File: config.mk
export PLATFORM = sky130hd
export DESIGN_NAME = hazard_scoreboard
export DESIGN_NICKNAME = d
export VERILOG_FILES = /design/src/rtl/hazard_scoreboard_pkg.sv /design/src/rtl/hazard_scoreboard_entry.sv /design/src/rtl/hazard_scoreboard.sv
export SDC_FILE = /design/constraint.sdc
export NUM_CORES = 1
export LEC_CHECK = 0
export CAP_MARGIN = 20
export CORE_MARGIN = 4
export CORE_UTILIZATION = 55
export CTS_CLUSTER_DIAMETER = 80
export DETAILED_ROUTE_END_ITERATION = 10
export PLACE_DENSITY = 0.77
export SYNTH_ARGS = -nofsm -noshare
export SYNTH_HDL_FRONTEND = slang
export SYNTH_HIERARCHICAL = 1
export SYNTH_SLANG_ARGS = --single-unit
File: constraint.sdc
create_clock -name clk -period 9.25 [get_ports clk]
set_input_delay 1.3875 -clock clk [delete_from_list [all_inputs] [get_ports clk]]
set_output_delay 1.3875 -clock clk [all_outputs]
set_load 0.05 [all_outputs]
File: src/rtl/hazard_scoreboard_pkg.sv
// hazard_scoreboard_pkg: op-class codes and default result latencies shared with the control unit
package hazard_scoreboard_pkg;
    typedef enum logic [1:0] {
        OP_ALU  = 2'b00,
        OP_LOAD = 2'b01,
        OP_LONG = 2'b10,
        OP_RSVD = 2'b11
    } op_class_t;
    localparam int LOAD_LAT_DEF = 1;
    localparam int LONG_LAT_DEF = 4;
endpackage

File: src/rtl/hazard_scoreboard_entry.sv
// scoreboard_entry: per-register countdown to the cycle its result reaches a forwarding point
module scoreboard_entry #(
    parameter int CNT_W = 3
) (
    input  logic             clk,
    input  logic             reset,
    input  logic             load,
    input  logic [CNT_W-1:0] load_val,
    output logic [CNT_W-1:0] cnt
);
    always_ff @(posedge clk or posedge reset)
        if (reset)
            cnt <= '0;
        else if (load)
            cnt <= load_val;
        else if (cnt != '0)
            cnt <= cnt - 1'b1;
endmodule

File: src/rtl/hazard_scoreboard.sv
// hazard_scoreboard: ID-stage stall decision for load-use, long-op and WAW hazards
module hazard_scoreboard
    import hazard_scoreboard_pkg::*;
#(
    parameter int NUM_REGS = 32,
    parameter int REG_W    = 5,
    parameter int LOAD_LAT = LOAD_LAT_DEF,
    parameter int LONG_LAT = LONG_LAT_DEF,
    parameter int CNT_W    = 3
) (
    input  logic                clk,
    input  logic                reset,
    input  logic                id_valid,
    input  logic [REG_W-1:0]    id_rs,
    input  logic [REG_W-1:0]    id_rt,
    input  logic                id_uses_rs,
    input  logic                id_uses_rt,
    input  logic                id_reg_write,
    input  logic [REG_W-1:0]    id_rd,
    input  logic [1:0]          id_op_class,
    input  logic                flush,
    output logic                stall,
    output logic [NUM_REGS-1:0] pending,
    output logic [31:0]         stall_cycles
);
    logic [NUM_REGS-1:0][CNT_W-1:0] cnt;
    logic [CNT_W-1:0] lat;
    logic raw_a, raw_b, waw, issue;
    assign lat = id_op_class == OP_LOAD ? CNT_W'(LOAD_LAT) :
                 id_op_class == OP_LONG ? CNT_W'(LONG_LAT) : '0;
    assign raw_a = id_uses_rs && id_rs != '0 && cnt[id_rs] != '0;
    assign raw_b = id_uses_rt && id_rt != '0 && cnt[id_rt] != '0;
    // a younger writer may only overtake when its result lands no earlier than the older one
    assign waw   = id_reg_write && id_rd != '0 && cnt[id_rd] > lat;
    assign stall = id_valid && !flush && (raw_a || raw_b || waw);
    assign issue = id_valid && !flush && !stall && id_reg_write && id_rd != '0;
    assign cnt[0] = '0;
    genvar i;
    generate
        for (i = 1; i < NUM_REGS; i++) begin : g_ent
            scoreboard_entry #(.CNT_W(CNT_W)) u_ent (
                .clk      (clk),
                .reset    (reset),
                .load     (issue && id_rd == REG_W'(i)),
                .load_val (lat),
                .cnt      (cnt[i])
            );
        end
    endgenerate
    always_comb begin
        pending = '0;
        for (int j = 1; j < NUM_REGS; j++)
            pending[j] = cnt[j] != '0;
    end
    always_ff @(posedge clk or posedge reset)
        if (reset)
            stall_cycles <= '0;
        else if (stall)
            stall_cycles <= stall_cycles + 32'd1;
endmodule
* Yosys cells after proc, flatten, opt, wreduce, memory -nomap -nowiden *
Index checks and enable logic that the tools add are counted.

word-level totals
  bits in writable memories = 0
  latch bits = 0
  memory bits (read-only) = 0
  input port bits = 24
  memories = 0
  bits in registers = 125
  word-level logic and storage cells = 284

operators by class
  mux-type cells = 70
  bitwise operators = 0
  div/mod/pow operators = 0
  add/sub/neg operators = 32
  shifts and indexed selects = 0
  multipliers = 0
  $lt $le $gt $ge = 4
  equal/unequal tests = 33
  reduce and logical (&&, ||, !) cells = 113

operators with widths
  operator                                                              number
  3-bit 2-to-1 mux                                                      67
  3-bit nonzero test                                                    33
  3-bit by 1-bit subtractor with 3-bit output, second input constant    31
  5-bit == test, second input constant                                  16
  2-bit nonzero test                                                    31
  3-bit binary-select mux with 5-bit select                             3
  1-bit logical AND                                                     42
  5-bit by 4-bit == test with 1-bit output, second input constant       8
  32-bit by 1-bit adder with 32-bit output, second input constant       1
  5-bit by 3-bit == test with 1-bit output, second input constant       4
  5-bit by 6-bit < comparator with 1-bit output, second input constant  3
  5-bit nonzero test                                                    3
  5-bit by 2-bit == test with 1-bit output, second input constant       2
  5-bit by 1-bit == test with 1-bit output, second input constant       1
  3-bit greater-than comparator                                         1
  2-bit by 1-bit == test with 1-bit output, second input constant       1
  2-bit == test, second input constant                                  1
  1-bit zero test                                                       2
  1-bit logical OR                                                      2

* Depth between registers and ports, before layout *
Gate-level depths: netlist of the first run.

  depth after elaboration = 13
  gate-level depth with buffers = 19
  depth with buffers taken out = 15

* Hierarchy *
Netlist of the first run, hierarchy kept.

by module, submodules not included
  module             area each (µm²)  instances  cells an instance
  scoreboard_entry   200.2            31         21
  hazard_scoreboard  3649.8           1          381

* Least setup slack after synthesis of the first run *
OpenSTA, ideal clock, no wires.

  kind = input to output
  from = in id_rd[0]
  to = out stall
  stages = 13
  data required time = 7.863 ns
  arrival time = 4.849 ns
  buffers on the path = 3
  setup slack = 3.014 ns
  cell sequence = buf_2 buf_1 mux4_2 mux4_2 mux2_2 ha_1 a21oi_1 a211oi_1 a311o_1 nor3_1 o211ai_1 buf_2 and2_4

on the way
  longest elaborated chain between the ends = 6
  elaborated cells on any way between the ends = 8
  classes of those cells = order compare (1); mux (2); reduce/logical (5)

ends and longest elaborated chain
  what                                       RTL line                 text
  start: declaration                         hazard_scoreboard.sv:19  input logic [REG_W-1:0] id_rd,
  3-bit binary-select mux with 5-bit select  hazard_scoreboard.sv:34  assign waw = id_reg_write && id_rd != '0 && cnt[id_rd] > lat;
  3-bit 2-to-1 mux (not written as such)     hazard_scoreboard.sv:34
  3-bit greater-than comparator              hazard_scoreboard.sv:34
  1-bit logical AND *                        hazard_scoreboard.sv:34
  1-bit logical OR *                         hazard_scoreboard.sv:35  assign stall = id_valid && !flush && (raw_a || raw_b || waw);
  1-bit logical AND *                        hazard_scoreboard.sv:35
  end: declaration                           hazard_scoreboard.sv:22  output logic stall,

Mark *: on every way between the ends. The rest lies on a longest branch, timed or not. The select of a mux whose other input is x is not followed.

* Worst setup path after layout of the first run *
  from = in id_rd[1]
  to = out stall

Same word-level chain as after synthesis.

==> flow_metrics.env, run 1 <==
export IMPL_status="complete, no violations"
export IMPL_clockBufferDepth=2
export IMPL_dpl_worst_slack_ns=2.00
export IMPL_track_usage=0.267
export IMPL_synthTopCellsByCount="inv_1 (168), dfrtp_1 (125), nor2b_1 (100)"
export IMPL_ff_latch_area_sq_um=3130
export IMPL_path_cells="clkdlybuf4s50_1 > buf_4 > mux4_2 > mux4_2 > mux2_2 > ha_1 > a21oi_1 > a211oi_1 > a311o_1 > nor3_1 > o211ai_1 > and2_4 > clkdlybuf4s50_1"
export IMPL_hold_path_class="register to register"
export IMPL_cp_startpoint="id_rd[1]"
export IMPL_r2r_cells=14
export IMPL_first_global_vias=8283
export IMPL_skew_ns=0.00749
export IMPL_yosys_warnings=6
export IMPL_slew_headroom=0.373
export IMPL_setup_ws_ns=1.91
export IMPL_pwr_share_comb=0.487
export IMPL_htree_num_levels=4
export IMPL_wl_per_cell_um=19.4
export IMPL_synth_cell_type_count=53
export IMPL_grt_max_degree=47
export IMPL_grt_overflow_total=0
export IMPL_antenna_found_initial=0
export IMPL_grt_pass1_wl_mm=42.5
export IMPL_drv_cap=0
export IMPL_cp_num_cells=13
export IMPL_die_y_um=142
export IMPL_cts_made_buffers=17
export IMPL_cts_tree="done"
export IMPL_rsz0062_at_grt="false"
export IMPL_yosys_area_top_type="dfrtp_1"
export IMPL_synth_avg_cell_area_sq_um=9.55
export IMPL_drive_gt1_frac=0.0850
export IMPL_ys_ff_latch=125
export IMPL_power_frac_seq=0.326
export IMPL_clock_sinks=125
export IMPL_synth_area_sq_um=9860
export IMPL_min_period_ns=7.34
export IMPL_seq_area_frac_synth=0.317
export IMPL_synthFlopType="dfrtp_1"
export IMPL_p_per_area_nw_per_um2=304
export IMPL_drc=0
export IMPL_place_congestion=0.985
export IMPL_worst_setup_path_type="input pin to primary output"
export IMPL_die_area_sq_um=20100
export IMPL_synth_top_area_frac=0.317
export IMPL_slowest_delay_ns=0.85
export IMPL_clock_latency_ns=0.43
export IMPL_finalHoldViolCount=0
export IMPL_synthCells=1032
export IMPL_path_max_fanout=16
export IMPL_gr_usage_met3=0.0593
export IMPL_cts_hold_buf=0
export IMPL_post_cts_resized=0
export IMPL_vdd_drop_max_v=0.000272
export IMPL_postRouteAntennaNets=0
export IMPL_tightest_slew_ns=0.932
export IMPL_dp_hpwl_mm=19.1
export IMPL_synth_most_common_cell="inv_1"
export IMPL_crit_path_end_kind="primary output"
export IMPL_setup_viol=0
export IMPL_power_switching_mw=1.52
export IMPL_grt_busiest_layer="met2"
export IMPL_met2_usage=0.446
export IMPL_nFillCells=1415
export IMPL_power_mw=3.53
export IMPL_min_period_over_period=0.793
export IMPL_power_frac_clock=0.187
export IMPL_path_clk_slew_ns=0.06
export IMPL_initial_utilization=0.566
export IMPL_synthArstFlopShare=1.00
export IMPL_holdPathStages=1
export IMPL_diodes=0
export IMPL_use_met1=0.350
export IMPL_io_pins=89
export IMPL_core_area_sq_um=17400
export IMPL_critPathArrivalTime_ns=5.95
export IMPL_nNetsFinal=1230
export IMPL_p_int_mw=2.01
export IMPL_r2r_start="g_ent[26].u_ent/cnt[2]$_DFFE_PP0P_"
export IMPL_crit_required_ns=7.86
export IMPL_fmaxAchievable_mhz=136
export IMPL_synth_edf_count=0
export IMPL_slew_viol_final=0
export IMPL_synthTopCellsByArea="dfrtp_1 (32%), ha_1 (8.3%), mux4_2 (8.2%)"
export IMPL_swShare=0.431
export IMPL_drt_wl_total_mm=26.7
export IMPL_placementRows=48
export IMPL_p_leak_nw=4.86
export IMPL_multi_input_area_sq_um=6050
export IMPL_min_from="stall_cycles[31]$_DFFE_PP0P_"
export IMPL_vias_per_cell=6.18
export IMPL_syn2layout_area_growth_pct=17.6
export IMPL_cp_slowest_cell="clkdlybuf4s50_1"
export IMPL_drt_iter0_markers=653
export IMPL_start_kind="input pin"
export IMPL_fp_dieW_um=142
export IMPL_path_buf_inv=3
export IMPL_numPortBuffers=87
export IMPL_cp_top_family="buffers and inverters"
export IMPL_totalNegativeSetupSlack_ns=0
export IMPL_via_count=8511
export IMPL_dr_pass1_iters=6
export IMPL_cts_setup_buffers=0
export IMPL_cts_root_buffer="clkbuf_16"
-- layer usage --
metal  up-vias  routed length (um)
met2       316               13100
li1       3948                   -
met3        56                2110
met4         0                 625
met5         -                   0
met1      4191               10800
-- worst paths after layout --
check / to / slack [ns]
max: stall / 1.91
min: stall_cycles[31]$_DFFE_PP0P_ / 0.48
max reg2reg: g_ent[29].u_ent/cnt[0]$_DFFE_PP0P_ / 4.06
min reg2reg: stall_cycles[31]$_DFFE_PP0P_ / 0.48
max in group asynchronous: stall_cycles[23]$_DFFE_PP0P_ / 6.94
min in group asynchronous: g_ent[24].u_ent/cnt[0]$_DFFE_PP0P_ / 1.45
-- worst reg2reg max path, stage by stage, from the launching register on --
cell      delay [ns]
dfrtp_1         0.48
mux4_2          0.51
mux4_2          0.49
mux2_2          0.28
ha_1            0.32
a21oi_1         0.13
a211oi_1        0.06
a311o_1         0.33
nor3_1          0.18
o211ai_1        0.24
buf_4           0.38
or2_1           0.59
nor3_1          0.60
nor2b_1         0.13
a221oi_1        0.35
-- final cells by class --
| cell class | instances | share of cell area |
|---|---|---|
| clock buffer | 18 | 0.0379 |
| timing repair buffer | 94 | 0.0792 |
| tap | 225 | 0.0243 |
| inverter | 168 | 0.0544 |
| clock inverter | 13 | 0.0123 |
| sequential | 125 | 0.270 |
| multi-input combinational | 735 | 0.522 |
-- per-stage QoR --
| step | cells | hold slack (ns) | utilization | instance area [sq um] |
|---|---|---|---|---|
| global route | 1378 | 0.496 | 0.666 | 11600 |
| CTS | 1378 | 0.482 | 0.666 | 11600 |
| floorplan | 1063 | 0.585 | - | 9970 |
| finish | 1378 | 0.481 | 0.666 | 11600 |
| detailed placement | 1347 | 0.474 | 0.632 | 11000 |
| global placement | 1347 | 0.462 | 0.632 | 11000 |
-- cells in the final DEF, fill, tap and decap left out, types with 31 or more instances in the layout --
| cell | n |
|---|---|
| nor2b_1 | 97 |
| ha_1 | 65 |
| a31oi_1 | 33 |
| conb_1 | 32 |
| nand2b_1 | 66 |
| inv_1 | 168 |
| dfrtp_1 | 125 |
| nor4b_1 | 65 |
| clkdlybuf4s50_1 | 86 |
| a221oi_1 | 32 |
| a311oi_1 | 32 |
| or3b_1 | 31 |
| mux4_2 | 36 |
-- sequential cells by signal (all words and copies together) (netlist names) --
register	flops
g_ent.u_ent/cnt	93
stall_cycles	32
-- cells by family after synthesis --
kind of cell             after synthesis  share of synthesized area
buffers and inverters                203                     0.0811
XOR/XNOR                              31                     0.0275
other                                  1                   0.000380
adder cells (fa/ha/maj)               65                     0.0825
flip-flops                           125                      0.317
multiplexers                          50                     0.0978
AND/OR/NAND/NOR                      431                      0.293
AO/OA/AOI/OAI                        126                     0.0999
-- power by group through the flow --
stage               combinational, mW  clock (mW)  sequential, mW
floorplan                        1.29           0            1.03
global placement                 1.65           0            1.14
detailed placement               1.70           0            1.14
CTS                              1.71       0.665            1.14
global route                     1.88       0.687            1.19
finish                           1.72       0.658            1.15
Note: power is estimated with default switching activity, not from simulation.
==> run 2: changes to the inputs <==
--- a/config.mk
+++ b/config.mk
@@ -7,10 +7,10 @@
 export LEC_CHECK = 0
 export CAP_MARGIN = 20
 export CORE_MARGIN = 4
-export CORE_UTILIZATION = 55
+export CORE_UTILIZATION = 54
 export CTS_CLUSTER_DIAMETER = 80
 export DETAILED_ROUTE_END_ITERATION = 10
-export PLACE_DENSITY = 0.77
+export PLACE_DENSITY = 0.79
 export SYNTH_ARGS = -nofsm -noshare
 export SYNTH_HDL_FRONTEND = slang
 export SYNTH_HIERARCHICAL = 1
==> constraint.sdc (replaced) <==
create_clock -name clk -period 6.35 [get_ports clk]
set_input_delay 0.9525 -clock clk [delete_from_list [all_inputs] [get_ports clk]]
set_output_delay 0.9525 -clock clk [all_outputs]
set_load 0.05 [all_outputs]
==> run 2 against run 1 <==
The flow now finishes with violations (DRC). Combinational power is 46% higher. Cell count is 1.7% higher. Sequential share of layout area is 0.26 points lower. Global-route usage is 0.52 points lower. Via count is 2.2% higher. Register-to-register slack worse by 2.4 ns. Critical endpoint unchanged.
==> flow_metrics.env, run 2 (same netlist as run 1, synthesis figures left out) <==
export IMPL_place_congestion=0.941
export IMPL_crit_required_ns=5.40
export IMPL_worst_setup_path_type="input pin to primary output"
export IMPL_numPortBuffers=87
export IMPL_min_period_over_period=0.875
export IMPL_grt_max_degree=46
export IMPL_drc=1
export IMPL_placementRows=49
export IMPL_drt_iter0_markers=771
export IMPL_wl_per_cell_um=19.0
export IMPL_grt_pass1_wl_mm=42.4
export IMPL_drv_cap=0
export IMPL_die_y_um=143
export IMPL_postRouteAntennaNets=0
export IMPL_first_global_vias=8344
export IMPL_crit_path_end_kind="primary output"
export IMPL_antenna_found_initial=0
export IMPL_nNetsFinal=1250
export IMPL_io_pins=89
export IMPL_r2r_start="g_ent[28].u_ent/cnt[2]$_DFFE_PP0P_"
export IMPL_diodes=0
export IMPL_path_max_fanout=27
export IMPL_final_cell_mix="inv_1 (168), dfrtp_1 (125), nor2b_1 (97)"
export IMPL_dp_hpwl_mm=19.0
export IMPL_cts_setup_buffers=0
export IMPL_nFillCells=1449
export IMPL_dr_pass1_iters=9
export IMPL_multi_input_area_sq_um=6050
export IMPL_clock_sinks=125
export IMPL_p_leak_nw=4.95
export IMPL_largest_reg_flops=93
export IMPL_top_regs="g_ent.u_ent/cnt: 93 flops, stall_cycles: 32 flops"
export IMPL_tightest_slew_ns=0.850
export IMPL_via_count=8697
export IMPL_post_cts_resized=0
export IMPL_rsz0062_at_grt="false"
export IMPL_hold_path_class="register to register"
export IMPL_fin_area_sq_um=11700
export IMPL_cp_startpoint="id_rd[1]"
export IMPL_htree_num_levels=4
export IMPL_cts_hold_buf=0
export IMPL_finalHoldViolCount=0
export IMPL_path_clk_slew_ns=0.06
export IMPL_hold_slack_ns=0.479
export IMPL_setup_viol=0
export IMPL_vias_per_cell=6.20
export IMPL_ff_latch_area_sq_um=3130
export IMPL_min_period_ns=5.56
export IMPL_core_area_sq_um=18000
export IMPL_cts_made_buffers=17
export IMPL_placedInstanceArea_sq_um=11200
export IMPL_fp_dieW_um=143
export IMPL_syn2layout_area_growth_pct=18.8
export IMPL_slew_headroom=0.431
export IMPL_final_common_cell="inv_1"
export IMPL_cts_root_buffer="clkbuf_16"
export IMPL_slew_viol_final=0
export IMPL_violations="DRC"
export IMPL_initial_utilization=0.549
export IMPL_vdd_drop_max_v=0.000265
export IMPL_min_from="stall_cycles[31]$_DFFE_PP0P_"
export IMPL_drive_gt1_frac=0.0989
export IMPL_start_kind="input pin"
export IMPL_p_per_area_nw_per_um2=435
export IMPL_drt_wl_total_mm=26.6
export IMPL_track_usage=0.262
export IMPL_grt_overflow_total=0
export IMPL_cts_tree="done"
export IMPL_regMostFlops="g_ent.u_ent/cnt"
export IMPL_status="complete, but fails checks"
export IMPL_totalNegativeSetupSlack_ns=0
export IMPL_clock_latency_ns=0.42
export IMPL_clockBufferDepth=2
export IMPL_die_area_sq_um=20500
export IMPL_critPathArrivalTime_ns=4.61
export IMPL_fmaxAchievable_mhz=180
export IMPL_skew_ns=0.00906
-- run 2: cell count changes in the layout (fill, tap and decap cells not counted), sizes merged --
cell,previous run,this run
buf,8,29
clkbuf,18,21
bufinv,2,1
clkdlybuf4s50,86,85
clkinv,8,7
clkinvlp,2,1
-- run 2: critical path: stages --
cell	delay, ns
clkdlybuf4s50_1	0.53
buf_4	0.37
mux4_2	0.36
mux4_2	0.50
mux2_2	0.28
ha_1	0.33
a21oi_1	0.13
a211oi_1	0.06
a311o_1	0.35
nor3_1	0.18
o211ai_1	0.15
and2_4	0.21
buf_4	0.19
-- run 2: metal layers --
layer / GRT usage / share of wire / up-vias
li1: - / - / 3984
met1: 0.345 / 0.41 / 4228
met2: 0.421 / 0.47 / 409
met3: 0.0549 / 0.085 / 76
met4: 0.112 / 0.035 / 0
met5: 0 / 0 / -
-- run 2: worst paths after layout --
kind                       slack [ns]                                 end  depth (start not counted)
min in group asynchronous        1.04   g_ent[4].u_ent/cnt[0]$_DFFE_PP0P_                          3
max in group asynchronous        4.78         stall_cycles[4]$_DFFE_PP0P_                          4
hold / removal                   0.48        stall_cycles[31]$_DFFE_PP0P_                          1
hold reg to reg                  0.48        stall_cycles[31]$_DFFE_PP0P_                          1
setup / recovery                 0.79                               stall                         13
setup reg to reg                 1.70  g_ent[27].u_ent/cnt[1]$_DFFE_PP0P_                         13
-- run 2: layout make-up --
type                            count  share of cell area
Tap cell                          229              0.0245
Clock inverter                     10             0.00791
Multi-Input combinational cell    735               0.517
Inverter                          168              0.0539
Sequential cell                   125               0.267
Clock buffer                       21              0.0385
Timing Repair Buffer              114              0.0911
-- run 2: power breakdown --
part / switching [mW] / internal, mW
clock network: 0.359 / 0.545
registers: 0.543 / 1.14
logic: 1.30 / 1.20
total: 2.20 / 2.89
-- run 2: metrics by stage --
stage	power (mW)	std cells	util	worst slack (ns)
detailed placement	4.13	1371	0.621	0.554
floorplan	3.39	1063	-	0.954
CTS	5.07	1402	0.652	0.851
global route	5.41	1402	0.652	0.622
finish	5.09	1402	0.652	0.792
global placement	4.06	1371	0.621	0.709
==> run 3: changes to the inputs <==
--- a/config.mk
+++ b/config.mk
@@ -7,10 +7,11 @@
 export LEC_CHECK = 0
 export CAP_MARGIN = 20
 export CORE_MARGIN = 4
-export CORE_UTILIZATION = 54
+export CORE_UTILIZATION = 55
+export CTS_BUF_LIST = sky130_fd_sc_hd__clkbuf_8
 export CTS_CLUSTER_DIAMETER = 80
 export DETAILED_ROUTE_END_ITERATION = 10
-export PLACE_DENSITY = 0.79
+export PLACE_DENSITY = 0.8
 export SYNTH_ARGS = -nofsm -noshare
 export SYNTH_HDL_FRONTEND = slang
 export SYNTH_HIERARCHICAL = 1
==> constraint.sdc (replaced) <==
create_clock -name clk -period 6.35 [get_ports clk]
set_input_delay 1.27 -clock clk [delete_from_list [all_inputs] [get_ports clk]]
set_output_delay 1.27 -clock clk [all_outputs]
set_load 0.05 [all_outputs]
==> run 3 against run 2 <==
The run now ends clean. Register-to-register slack got worse by 0.23 ns. Power decreased by 4.1%. Flip-flop and latch count unchanged. Clock skew increased by 0.0090 ns. Non-clock buffer count increased by 3. First-iteration DRC count increased by 20%. Clock-buffer cell count decreased by 2. Worst hold slack improved by 0.011 ns. Via count decreased by 0.15%. Clock power decreased by 21%. Critical path depth unchanged. Largest power group unchanged.
==> flow_metrics.env, run 3 (same netlist as run 1, synthesis figures left out) <==
export IMPL_status="complete, no violations"
export IMPL_dpl_worst_slack_ns=0.175
export IMPL_drt_wl_total_mm=26.1
export IMPL_nFillCells=1378
export IMPL_cts_hold_buf=0
export IMPL_first_global_vias=8469
export IMPL_path_clk_slew_ns=0.08
export IMPL_drt_iter0_markers=924
export IMPL_core_area_sq_um=17400
export IMPL_slew_headroom=0.466
export IMPL_fmaxAchievable_mhz=164
export IMPL_cts_setup_buffers=0
export IMPL_dr_pass1_iters=6
export IMPL_p_per_area_nw_per_um2=421
export IMPL_diodes=0
export IMPL_slew_viol_final=0
export IMPL_die_area_sq_um=20100
export IMPL_path_cells="clkdlybuf4s50_1 > buf_4 > mux4_2 > mux4_2 > mux2_2 > ha_1 > a21oi_1 > a211oi_1 > a311o_1 > nor3_1 > o211ai_1 > and2_4 > buf_4"
export IMPL_grt_max_degree=38
export IMPL_cts_tree="done"
export IMPL_numPortBuffers=87
export IMPL_min_period_over_period=0.958
export IMPL_finalHoldViolCount=0
export IMPL_p_leak_nw=4.89
export IMPL_grt_overflow_total=0
export IMPL_cp_num_cells=13
export IMPL_vdd_drop_max_v=0.000283
export IMPL_final_common_cell="inv_1"
export IMPL_post_cts_resized=0
export IMPL_placementRows=48
export IMPL_nNetsFinal=1253
export IMPL_via_count=8684
export IMPL_syn2layout_area_growth_pct=17.5
export IMPL_clockBufferDepth=2
export IMPL_clock_latency_ns=0.46
export IMPL_power_mw=4.88
export IMPL_drc=0
export IMPL_setup_ws_ns=0.269
export IMPL_top_regs="g_ent.u_ent/cnt: 93 flops, stall_cycles: 32 flops"
export IMPL_crit_path_end_kind="primary output"
export IMPL_regMostFlops="g_ent.u_ent/cnt"
export IMPL_clock_sinks=125
export IMPL_wl_per_cell_um=18.6
export IMPL_worst_setup_path_type="input pin to primary output"
export IMPL_route_met2_wl_mm=12.5
export IMPL_r2r_cells=14
export IMPL_crit_required_ns=5.08
export IMPL_holdPathStages=1
export IMPL_final_cell_mix="inv_1 (169), dfrtp_1 (125), nor2b_1 (97)"
export IMPL_cts_root_buffer="clkbuf_8"
export IMPL_place_congestion=0.953
export IMPL_postRouteAntennaNets=0
export IMPL_ff_latch_area_sq_um=3130
export IMPL_dr_wl_met3_mm=2.42
export IMPL_setup_viol=0
export IMPL_min_period_ns=6.08
export IMPL_antenna_found_initial=0
export IMPL_vias_per_cell=6.19
export IMPL_initial_utilization=0.566
export IMPL_hold_path_class="register to register"
export IMPL_skew_ns=0.0180
export IMPL_wl_met1_mm=10.4
export IMPL_htree_num_levels=4
export IMPL_cp_top_family="multiplexers"
export IMPL_multi_input_area_sq_um=6050
export IMPL_critPathArrivalTime_ns=4.81
export IMPL_largest_reg_flops=93
export IMPL_grt_pass1_wl_mm=42.3
export IMPL_path_buf_inv=3
export IMPL_tightest_slew_ns=0.799
export IMPL_dp_hpwl_mm=19.1
export IMPL_start_kind="input pin"
export IMPL_totalNegativeSetupSlack_ns=0
export IMPL_rsz0062_at_grt="false"
export IMPL_cts_made_buffers=17
export IMPL_io_pins=89
export IMPL_fp_dieW_um=142
export IMPL_slowest_delay_ns=0.56
export IMPL_track_usage=0.264
export IMPL_die_y_um=142
export IMPL_path_max_fanout=12
export IMPL_drv_cap=0
export IMPL_cp_slowest_cell="clkdlybuf4s50_1"
export IMPL_drive_gt1_frac=0.104
export IMPL_top_layer="met4"
## run 3: changes by cell type in the layout (fill, tap and decap cells not counted), sizes merged
cell and delta:
bufinv +1, clkinv -3, clkinvlp +3, buf +3, clkbuf -2, inv +2
## run 3: cell type report
| class | instances | area share |
|---|---|---|
| multi-input cells | 735 | 0.523 |
| inverters | 168 | 0.0545 |
| clock buffers | 19 | 0.0226 |
| flip-flops and latches | 125 | 0.270 |
| well taps | 225 | 0.0243 |
| repair buffers | 117 | 0.0940 |
| clock inverters | 13 | 0.0120 |
## run 3: path summary, 6_finish.rpt
| check | startpoint | endpoint | slack (ns) |
|---|---|---|---|
| min reg2reg | stall_cycles[31]$_DFFE_PP0P_ | stall_cycles[31]$_DFFE_PP0P_ | 0.49 |
| min in group asynchronous | reset | g_ent[8].u_ent/cnt[0]$_DFFE_PP0P_ | 1.31 |
| max in group asynchronous | reset | stall_cycles[23]$_DFFE_PP0P_ | 4.49 |
| max reg2reg | g_ent[31].u_ent/cnt[2]$_DFFE_PP0P_ | g_ent[27].u_ent/cnt[1]$_DFFE_PP0P_ | 1.47 |
| min | stall_cycles[31]$_DFFE_PP0P_ | stall_cycles[31]$_DFFE_PP0P_ | 0.49 |
| max | id_rd[1] | stall | 0.27 |
## run 3: layer usage
layer | GRT usage | vias up
li1 | - | 3992
met1 | 0.336 | 4221
met2 | 0.435 | 395
met3 | 0.0650 | 76
met4 | 0.102 | 0
met5 | 0 | -
## run 3: through the flow
stage               instances  utilization  cell area [sq um]  hold slack, ns
global route             1402        0.665              11600           0.514
CTS                      1402        0.665              11600           0.489
detailed placement       1370        0.642              11200           0.474
floorplan                1063            -               9970           0.585
finish                   1402        0.665              11600           0.490
global placement         1370        0.642              11200           0.465
## run 3: where the power goes
part / internal [mW] / switching [mW]
combinational: 1.21 / 1.30
clock: 0.370 / 0.344
sequential: 1.13 / 0.527
total: 2.71 / 2.17
